--- src/rtl/dna_pkg.sv ---
// Shared DNA-word definitions for the deletion candidate sequencer.
//   dna_digit_t    : one 2-bit base (A/C/G/T)
//   DIG_*          : base encodings
//   seq_state_t    : sequencer FSM state
//   IDXW           : width of digit-index fields
package dna_pkg;

    localparam int IDXW = 7;

    typedef logic [1:0] dna_digit_t;

    localparam dna_digit_t DIG_A = 2'd0;
    localparam dna_digit_t DIG_C = 2'd1;
    localparam dna_digit_t DIG_G = 2'd2;
    localparam dna_digit_t DIG_T = 2'd3;

    typedef enum logic {
        IDLE = 1'b0,
        RUN  = 1'b1
    } seq_state_t;

endpackage

--- src/rtl/candidate_insert.sv ---
// Combinational single-digit insertion.
// Builds an N-digit word from an (N-1)-digit word by placing dig_i at
// left-to-right position pos_i and shifting the remaining digits right.
//   word_i : N-1 digits, ltr digit q at [2*(N-2-q) +: 2]
//   pos_i  : insertion position, 0..N-1
//   dig_i  : inserted digit
//   word_o : N digits, ltr digit p at [2*(N-1-p) +: 2]
module candidate_insert
    import dna_pkg::*;
#(
    parameter int N = 6
) (
    input  logic [2*(N-1)-1:0] word_i,
    input  logic [IDXW-1:0]    pos_i,
    input  dna_digit_t         dig_i,
    output logic [2*N-1:0]     word_o
);

    // Each output position picks one of three sources: the input digit at
    // the same index (left of the insertion), the new digit, or the input
    // digit one to the left (right of the insertion). The edge positions
    // only have two legal sources, so they are split out to keep every
    // part-select in range.
    for (genvar j = 0; j < N; j++) begin : g_pos
        if (j == 0) begin : g_first
            assign word_o[2*(N-1) +: 2] = (pos_i == '0) ? dig_i : word_i[2*(N-2) +: 2];
        end else if (j == N-1) begin : g_end
            assign word_o[1:0] = (pos_i == IDXW'(N-1)) ? dig_i : word_i[1:0];
        end else begin : g_mid
            assign word_o[2*(N-1-j) +: 2] =
                (pos_i >  IDXW'(j)) ? word_i[2*(N-2-j) +: 2] :
                (pos_i == IDXW'(j)) ? dig_i :
                                      word_i[2*(N-1-j) +: 2];
        end
    end

endmodule

--- src/rtl/deletion_candidate_sequencer.sv ---
// Enumerates every distinct N-digit codeword obtainable by inserting one
// digit into a received (N-1)-digit word, one candidate per handshake.
// Insertions that would duplicate an earlier candidate (inserting d right
// after an existing d) are skipped combinationally, so 3N+1 candidates are
// streamed per word with no bubbles.
// Ports:
//   clk, rst                 : clock, synchronous active-high reset
//   s_valid/s_ready/s_word   : input word handshake (s_ready high in IDLE)
//   m_valid/m_ready          : candidate handshake
//   m_word/m_index/m_digit   : candidate word, insert position, inserted digit
//   m_last                   : final candidate of the word
//   abort                    : drop the current enumeration (no done pulse)
//   busy                     : enumeration in progress
//   done                     : one-cycle pulse after the last accept
//   cand_count               : candidates accepted for the current/last word
module deletion_candidate_sequencer
    import dna_pkg::*;
#(
    parameter int N = 6
) (
    input  logic                clk,
    input  logic                rst,
    input  logic                s_valid,
    output logic                s_ready,
    input  logic [2*(N-1)-1:0]  s_word,
    output logic                m_valid,
    input  logic                m_ready,
    output logic [2*N-1:0]      m_word,
    output logic [IDXW-1:0]     m_index,
    output logic [1:0]          m_digit,
    output logic                m_last,
    input  logic                abort,
    output logic                busy,
    output logic                done,
    output logic [7:0]          cand_count
);

    seq_state_t          state_q;
    logic [2*(N-1)-1:0]  word_q;
    logic [IDXW-1:0]     p_q;
    dna_digit_t          d_q;
    logic                m_valid_q;
    logic                last_q;
    logic                done_q;
    logic [2*N-1:0]      m_word_q;
    logic [7:0]          cnt_q;

    function automatic dna_digit_t in_digit(input logic [2*(N-1)-1:0] w,
                                            input logic [IDXW-1:0]    q);
        int sh;
        sh = 2 * (N - 2 - int'(q));
        if (sh < 0) sh = 0;
        return w[sh +: 2];
    endfunction

    // Inserting d right after an existing d gives the same word as
    // inserting it one position earlier; only the leftmost of a run counts.
    function automatic logic is_skip(input logic [2*(N-1)-1:0] w,
                                     input logic [IDXW-1:0]    p,
                                     input dna_digit_t         d);
        return (p != '0) && (in_digit(w, p - IDXW'(1)) == d);
    endfunction

    // At the final position d=3 is skipped when the last input digit is T,
    // which moves the end of the enumeration to d=2.
    function automatic logic is_last(input logic [2*(N-1)-1:0] w,
                                     input logic [IDXW-1:0]    p,
                                     input dna_digit_t         d);
        return (p == IDXW'(N-1)) &&
               ((d == DIG_T) || ((d == DIG_G) && (in_digit(w, IDXW'(N-2)) == DIG_T)));
    endfunction

    // Next (p,d) after the current one. At most two consecutive pairs can be
    // skipped (one per position), so three unrolled steps always suffice.
    logic [IDXW-1:0] p_d;
    dna_digit_t      d_d;
    logic            hit_d;
    logic            last_d;

    always_comb begin
        p_d   = p_q;
        d_d   = d_q;
        hit_d = 1'b0;
        for (int k = 0; k < 3; k++) begin
            if (!hit_d) begin
                if (d_d == DIG_T) begin
                    d_d = DIG_A;
                    p_d = p_d + IDXW'(1);
                end else begin
                    d_d = d_d + 2'd1;
                end
                hit_d = !is_skip(word_q, p_d, d_d);
            end
        end
        last_d = is_last(word_q, p_d, d_d);
    end

    // In IDLE the word has not been captured yet, so the first candidate
    // (0, A) is built straight from s_word.
    logic [2*(N-1)-1:0] ins_w;
    logic [IDXW-1:0]    ins_p;
    dna_digit_t         ins_d;
    logic [2*N-1:0]     ins_word;

    assign ins_w = (state_q == IDLE) ? s_word : word_q;
    assign ins_p = (state_q == IDLE) ? '0     : p_d;
    assign ins_d = (state_q == IDLE) ? DIG_A  : d_d;

    candidate_insert #(.N(N)) u_insert (
        .word_i (ins_w),
        .pos_i  (ins_p),
        .dig_i  (ins_d),
        .word_o (ins_word)
    );

    logic accept;
    assign accept = m_valid_q && m_ready;

    always_ff @(posedge clk) begin
        if (rst) begin
            state_q   <= IDLE;
            word_q    <= '0;
            p_q       <= '0;
            d_q       <= DIG_A;
            m_valid_q <= 1'b0;
            last_q    <= 1'b0;
            done_q    <= 1'b0;
            m_word_q  <= '0;
            cnt_q     <= '0;
        end else begin
            done_q <= 1'b0;
            unique case (state_q)
                IDLE: begin
                    if (s_valid) begin
                        state_q   <= RUN;
                        word_q    <= s_word;
                        cnt_q     <= '0;
                        p_q       <= '0;
                        d_q       <= DIG_A;
                        m_word_q  <= ins_word;
                        last_q    <= 1'b0;
                        m_valid_q <= 1'b1;
                    end
                end
                RUN: begin
                    // A beat accepted together with abort still counts.
                    if (accept && (cnt_q != 8'hFF)) begin
                        cnt_q <= cnt_q + 8'd1;
                    end
                    if (abort) begin
                        state_q   <= IDLE;
                        m_valid_q <= 1'b0;
                    end else if (accept) begin
                        if (last_q) begin
                            state_q   <= IDLE;
                            m_valid_q <= 1'b0;
                            done_q    <= 1'b1;
                        end else begin
                            p_q      <= p_d;
                            d_q      <= d_d;
                            m_word_q <= ins_word;
                            last_q   <= last_d;
                        end
                    end
                end
                default: state_q <= IDLE;
            endcase
        end
    end

    assign s_ready    = (state_q == IDLE);
    assign busy       = (state_q == RUN);
    assign m_valid    = m_valid_q;
    assign m_word     = m_word_q;
    assign m_index    = p_q;
    assign m_digit    = d_q;
    assign m_last     = last_q;
    assign done       = done_q;
    assign cand_count = cnt_q;

endmodule

--- config.mk ---
export PLATFORM = sky130hd
export DESIGN_NAME = deletion_candidate_sequencer
export DESIGN_NICKNAME = d
export VERILOG_FILES = /design/src/rtl/dna_pkg.sv /design/src/rtl/candidate_insert.sv /design/src/rtl/deletion_candidate_sequencer.sv
export SDC_FILE = /design/constraint.sdc
export NUM_CORES = 1
export LEC_CHECK = 0
export ABC_AREA = 1
export BUFFER_PORTS_ARGS = -buffer_cell sky130_fd_sc_hd__buf_2
export CAP_MARGIN = 40
export CORE_MARGIN = 3
export CORE_UTILIZATION = 45
export CTS_BUF_LIST = sky130_fd_sc_hd__clkbuf_4
export CTS_CLUSTER_SIZE = 10
export DETAILED_ROUTE_END_ITERATION = 12
export GPL_TIMING_DRIVEN = 0
export PLACE_DENSITY = 0.71
export SYNTH_ARGS = -nofsm -noshare
export SYNTH_HDL_FRONTEND = slang
export SYNTH_SLANG_ARGS = --single-unit
--- constraint.sdc ---
create_clock -name clk -period 4.9 [get_ports clk]
set_input_delay 0.49 -clock clk [delete_from_list [all_inputs] [get_ports clk]]
set_output_delay 0.49 -clock clk [all_outputs]
set_load 0.05 [all_outputs]
-- After elaboration in Yosys (flattened, before gate mapping)
Index checks and enable logic that the tools add are counted.
- add/sub/neg operators: 11
- multiply operators: 0
- div/mod/pow operators: 0
- order comparisons: 6
- equality and inequality tests: 22
- shift-type cells: 2
- mux-type cells: 63
- bitwise gates (word level): 2
- reduce and logical (&&, ||, !) cells: 18
- operators with widths (kind ; number):
    $mux W32 ; 3
    $mux W7 ; 11
    $shiftx A10 B32 Y2 ; 2
    $mux W12 ; 4
    $mux W2 ; 21
    $pmux W12 S2 ; 1
    $add A7 B1 Y7 const B ; 3
    $eq A7 B3 Y1 const B ; 3
    $lt A9 B1 Y1 const B ; 2
    $mux W8 ; 2
    $pmux W8 S2 ; 1
    $sub A3 B7 Y8 const A ; 2
    $eq A7 B2 Y1 const B ; 2
    $gt A7 B2 Y1 const B ; 2
    $mux W1 ; 14
    $pmux W7 S2 ; 1
    $reduce_bool A7 Y1 ; 2
    $sub A7 B1 Y7 const B ; 2
    $eq A2 B2 Y1 const B ; 6
    $mux W10 ; 1
    $add A8 B1 Y8 const B ; 1
    $ne A8 B8 Y1 const B ; 1
    $eq A7 B1 Y1 const B ; 1
    $gt A7 B1 Y1 const B ; 1
    other kinds (17) ; 35
- register bits after elaboration: 43
- latch bits: 0
- RAM bits: 0
- ROM bits: 0
- input bits: 15
- memories kept: 0

-- Depth between registers and ports, before layout
- depth after elaboration: 29
- mapped depth: 41
- depth with buffers taken out: 39

-- Modules after synthesis
A second synthesis with hierarchy kept.
- cell total of the unflattened synthesis: 649
- area total of the unflattened synthesis: 3920.0 um2
- modules (own cells, without submodules) (module ; instances ; cells an instance ; area an instance (um2)):
    deletion_candidate_sequencer ; 1 ; 559 ; 3467.1
    candidate_insert ; 1 ; 90 ; 452.9

-- Worst setup path before layout
OpenSTA, ideal clock, no wires.
- path kind: reg2reg
- from: register d_q[0] (netlist: m_digit[0])
- to: register m_word_q[1] (netlist: m_word[1])
- data arrival time: 4.635 ns
- required time: 4.787 ns
- path slack: 0.152 ns
- cell stages (with the launch flop): 37
- cell sequence: dfxtp_1 > ha_1 > buf_4 > nand2_1 > o21ai_1 > inv_1 > ha_1 > inv_1 > nor2_1 > nand2_1 > nor2_2 > nor2_1 > nand2_2 > nor2_8 > nand3_2 > nand2_1 > nand3_1 > a21oi_2 > nand2_1 > nand2_2 > nand3_4 > nor2_8 > buf_6 > xor2_1 > ha_1 > nand2_1 > inv_1 > nand2_1 > nand2_1 > nand3_2 > inv_2 > and3_1 > nand2_1 > nand2_1 > nand2_1 > o21ai_1 > inv_1
- word-level cells in the longest chain between the ends: 23
- RTL lines (what ; line ; text):
    start, declared ; deletion_candidate_sequencer.sv:41 ; dna_digit_t d_q;
    start signal, assigned ; deletion_candidate_sequencer.sv:124 ; d_q <= DIG_A;
    start signal, assigned ; deletion_candidate_sequencer.sv:139 ; d_q <= DIG_A;
    start signal, assigned ; deletion_candidate_sequencer.sv:160 ; d_q <= d_d;
    $eq A2 B2 Y1 / $add A2 B1 Y2 (equally long branches) ; deletion_candidate_sequencer.sv:86, deletion_candidate_sequencer.sv:90 ;
    $mux W7 / $mux W2 (equally long branches) ; deletion_candidate_sequencer.sv:86 ; if (d_d == DIG_T) begin
    $add A7 B1 Y7 / $eq A2 B2 Y1 (equally long branches) ; deletion_candidate_sequencer.sv:88, deletion_candidate_sequencer.sv:86 ;
    $mux W7 ; deletion_candidate_sequencer.sv:86 ;
    $mux W7 ; deletion_candidate_sequencer.sv:85 ; if (!hit_d) begin
    $sub A7 B1 Y7 ; deletion_candidate_sequencer.sv:61 ; return (p != '0) && (in_digit(w, p - IDXW'(1)) == d);
    $sub A3 B7 Y8 ; deletion_candidate_sequencer.sv:51 ; sh = 2 * (N - 2 - int'(q));
    $lt A9 B1 Y1 ; deletion_candidate_sequencer.sv:52 ; if (sh < 0) sh = 0;
    [... 7 more ...] ; n/a ;
    $mux W7 ; deletion_candidate_sequencer.sv:85 ;
    $mux W7 ; deletion_candidate_sequencer.sv:106 ; assign ins_p = (state_q == IDLE) ? '0 : p_d;
    $eq A7 B3 Y1 ; candidate_insert.sv:28 ; assign word_o[1:0] = (pos_i == IDXW'(N-1)) ? dig_i : word_i[1:0];
    $mux W2 (*) ; candidate_insert.sv:28 ;
    $mux W12 ; deletion_candidate_sequencer.sv:154 ; if (last_q) begin
    $mux W12 ; deletion_candidate_sequencer.sv:153 ; end else if (accept) begin
    $mux W12 ; deletion_candidate_sequencer.sv:150 ; if (abort) begin
    $pmux W12 S2 (*) ; deletion_candidate_sequencer.sv:132 ; unique case (state_q)
    end signal, assigned ; deletion_candidate_sequencer.sv:140 ; m_word_q <= ins_word;
    end signal, assigned ; deletion_candidate_sequencer.sv:161 ; m_word_q <= ins_word;
    end, declared ; deletion_candidate_sequencer.sv:45 ; logic [2*N-1:0] m_word_q;
Every way passes the cells marked *; elsewhere a longest branch is shown, timed or not. The select of a mux whose other input is x is not followed.
A chain may end at the register's enable or synchronous reset.

-- Worst setup path in the final report
- from: register d_q[0] (netlist: m_digit[0])
- to: register m_word_q[5] (netlist: m_word[5])
- word-level cells in the longest chain between the ends: 24
- RTL lines (what ; line ; text):
    parallel branches: the longest is 19 deep, another holds $lt A9 B1 Y1 ; n/a ;
    $mux W2 (*) ; candidate_insert.sv:31 ; (pos_i > IDXW'(j)) ? word_i[2*(N-2-j) +: 2] :
    $mux W12 ; deletion_candidate_sequencer.sv:154 ;
    $mux W12 ; deletion_candidate_sequencer.sv:153 ;
    $mux W12 ; deletion_candidate_sequencer.sv:150 ;
    $pmux W12 S2 (*) ; deletion_candidate_sequencer.sv:132 ;
Every way passes the cells marked *. The select of a mux whose other input is x is not followed.

==> impl_metrics.env <==
export IMPL_fin_util_pct=54.9
export IMPL_place_area_mm2=0.00424
export IMPL_cp_required_ps=5160
export IMPL_period_needed_ps=4530
export IMPL_path_class="flop to flop"
export IMPL_path_common_cell="nand2_1"
export IMPL_htree_levels=2
export IMPL_first_global_vias=3872
export IMPL_antenna_found_initial=0
export IMPL_start_util_pct=46.6
export IMPL_slew_headroom_pct=52.1
export IMPL_synthToLayoutAreaGrowth_pct=17.8
export IMPL_yosysWarnings=0
export IMPL_cts_sinks=43
export IMPL_cp_arrival_ps=4790
export IMPL_grt_overflow=0
export IMPL_synthArstFlopShare_pct=0
export IMPL_synth_ff_type="dfxtp_1"
export IMPL_r2r_setup_slack_ps=370
export IMPL_firstDrtPassIters=5
export IMPL_clk_latency_ps=370
export IMPL_crit_path_start_kind="flop"
export IMPL_hold_viol=0
export IMPL_worst_slew_pin_transition_ps=713
export IMPL_outcome="finished clean"
export IMPL_clock_path_buffers=2
export IMPL_drt_total_wl_mm=10.9
export IMPL_grt_total_usage_pct=21.9
export IMPL_fin_crit_sh_pct=92.4
export IMPL_root_buffer="clkbuf_4"
export IMPL_synthTopCellsByArea="dfxtp_1 22%, nand2_1 17%, nand3_1 7.5%"
export IMPL_fin_total_pwr_mw=1.15
export IMPL_hold_path_class="input pin to flop"
export IMPL_critPathMaxFanout=10
export IMPL_dr_wl_met2_mm=5.29
export IMPL_yosysMostFrequentCell="nand2_1"
export IMPL_grt_pass1_wl_mm=17.9
export IMPL_synth_avg_cell_area_um2=6.02
export IMPL_synth_seq_area_share_pct=22.3
export IMPL_synth_cell_types=37
export IMPL_die_w_um=98.7
export IMPL_yosysTopAreaCell="dfxtp_1"
export IMPL_grt_start_max_net_pins=14
export IMPL_powerDensity_mw_per_mm2=252
export IMPL_rr_worst_depth=36
export IMPL_routed_top_layer="met4"
export IMPL_dr_wl_met3_um=502
export IMPL_fin_nets=734
export IMPL_diodes=0
export IMPL_cp_endpoint="m_word[5]"
export IMPL_num_rows=33
export IMPL_ant_nets=0
export IMPL_syn_inst=643
export IMPL_drc=0
export IMPL_hpwl_mm=8.64
export IMPL_core_mm2=0.00830
export IMPL_path_clk_slew_ps=140
export IMPL_synth_seq_cells=43
export IMPL_setup_viol=0
export IMPL_wire_per_inst_um=13.5
export IMPL_r2r_end="m_word[5]"
export IMPL_die_h_um=98.7
export IMPL_vias=4288
export IMPL_crit_start="m_digit[0]"
export IMPL_place_gp_congestion=0.964
export IMPL_p_leak_nw=2.25
export IMPL_drv_cap=0
export IMPL_drive_above_1_share_pct=23.9
export IMPL_synth_edf_count=0
export IMPL_netlist_area_mm2=0.00387
export IMPL_slew_viol_final=0
export IMPL_max_freq_ghz=0.221
export IMPL_via_per_inst=5.29
export IMPL_wl_met1_mm=4.85
export IMPL_slowest_delay_ps=390
export IMPL_die_area_mm2=0.00975
export IMPL_yosys_area_top_type_share_pct=22.3
export IMPL_clock_skew_ps=16.2
export IMPL_synthTopCellsByCount="171 x nand2_1, 77 x inv_1, 76 x nor2_1"
export IMPL_r2r_start="m_digit[0]"
export IMPL_final_cell_area_mm2=0.00456
export IMPL_synth_fp_nets=672
export IMPL_numCtsBuffers=5
export IMPL_peakVddDrop_mv=0.216
export IMPL_port_buffers=48
export IMPL_endpoint_kind="flop"
export IMPL_cp_slowest_cell="dfxtp_4"
export IMPL_drt_iter0_drc=169
export IMPL_cts_tree="yes"
export IMPL_ios=49
==> report_power, final <==
part           internal, mW  switching, mW  total, mW
logic                 0.156          0.370      0.526
clock network         0.105          0.122      0.227
registers             0.375         0.0203      0.395
==> worst min-delay path by stage <==
stage                             start  slack (ps)  depth (start not counted)             to
after global placement    cand_count[6]         470                          2  cand_count[6]
after detailed placement  cand_count[6]         490                          2  cand_count[6]
after global routing              abort         300                          2           done
after CTS                         abort         320                          2           done
after floorplan               word_q[2]         460                          2      word_q[2]
final                             abort         310                          2           done
==> cells by family after synthesis <==
group	count (synthesis)	synth area share, %
AO/OA/AOI/OAI	94	13.4
XOR/XNOR	4	0.905
adder cells (fa/ha/maj)	14	4.53
buffers and inverters	104	10.4
flip-flops	43	22.3
multiplexers	2	0.517
AND/OR/NAND/NOR	382	48.0
==> through the flow <==
step                      setup slack (ps)  TNS [ps]  hold slack, ps  cells
after global placement                -317     -3120             471    796
after global routing                 -34.2      -106             300    811
after CTS                             11.6         0             316    804
after floorplan                        152         0             464    643
final                                  372         0             307    811
after detailed placement              -333     -3620             487    796
==> timing repair <==
item / in CTS / in global routing
resized for setup: 2 / 45
cloned: 0 / 1
hold buffers: 0 / 0
setup buffers: 0 / 6
endpoints found under the hold margin: 0 / 0
pin swaps: 0 / 12
endpoints found under the setup margin: 13 / 16
==> metal layers <==
metal  up-vias  GRT usage [%]
met1      1965           28.1
li1       2190              -
met4         0           7.25
met5         -              0
met2       113           38.2
met3        20           2.69
==> critical path: cells and delay by family (launching register included) <==
family | cells | cell delay (ps)
AO/OA/AOI/OAI | 3 | 460
adder cells (fa/ha/maj) | 3 | 590
AND/OR/NAND/NOR | 24 | 2360
buffers and inverters | 6 | 590
flip-flops | 1 | 390
==> area by class of cell <==
type / count / area (um2)
buffer: 14 / 71.3
clock buffer: 5 / 37.5
clock inverter: 3 / 38.8
fill: 863 / 3740
inverter: 90 / 343
multi-input combinational: 497 / 2780
sequential: 43 / 871
tap: 105 / 131
timing repair buffer: 54 / 285
==> state kept, by name, indices dropped and copies added (netlist names) <==
name,cells
cand_count,8
m_digit,2
word_q,10
done,1
m_last,1
m_index,7
busy,1
m_valid,1
m_word,12
==> cell usage in the layout (no fill, tap or decap), types with 6 or more instances in the layout <==
cell,count
nor2_2,12
nand2_4,6
buf_4,6
nand2_1,169
ha_1,11
nand3_2,9
o21ai_1,9
nand2_2,25
nor2_4,7
nor2_1,68
inv_1,74
nand4_1,9
dfxtp_1,39
o21ai_0,35
nand3_1,55
inv_2,13
a21oi_1,29
buf_2,48
clkbuf_1,12
Note: power is estimated with default switching activity, not from simulation.
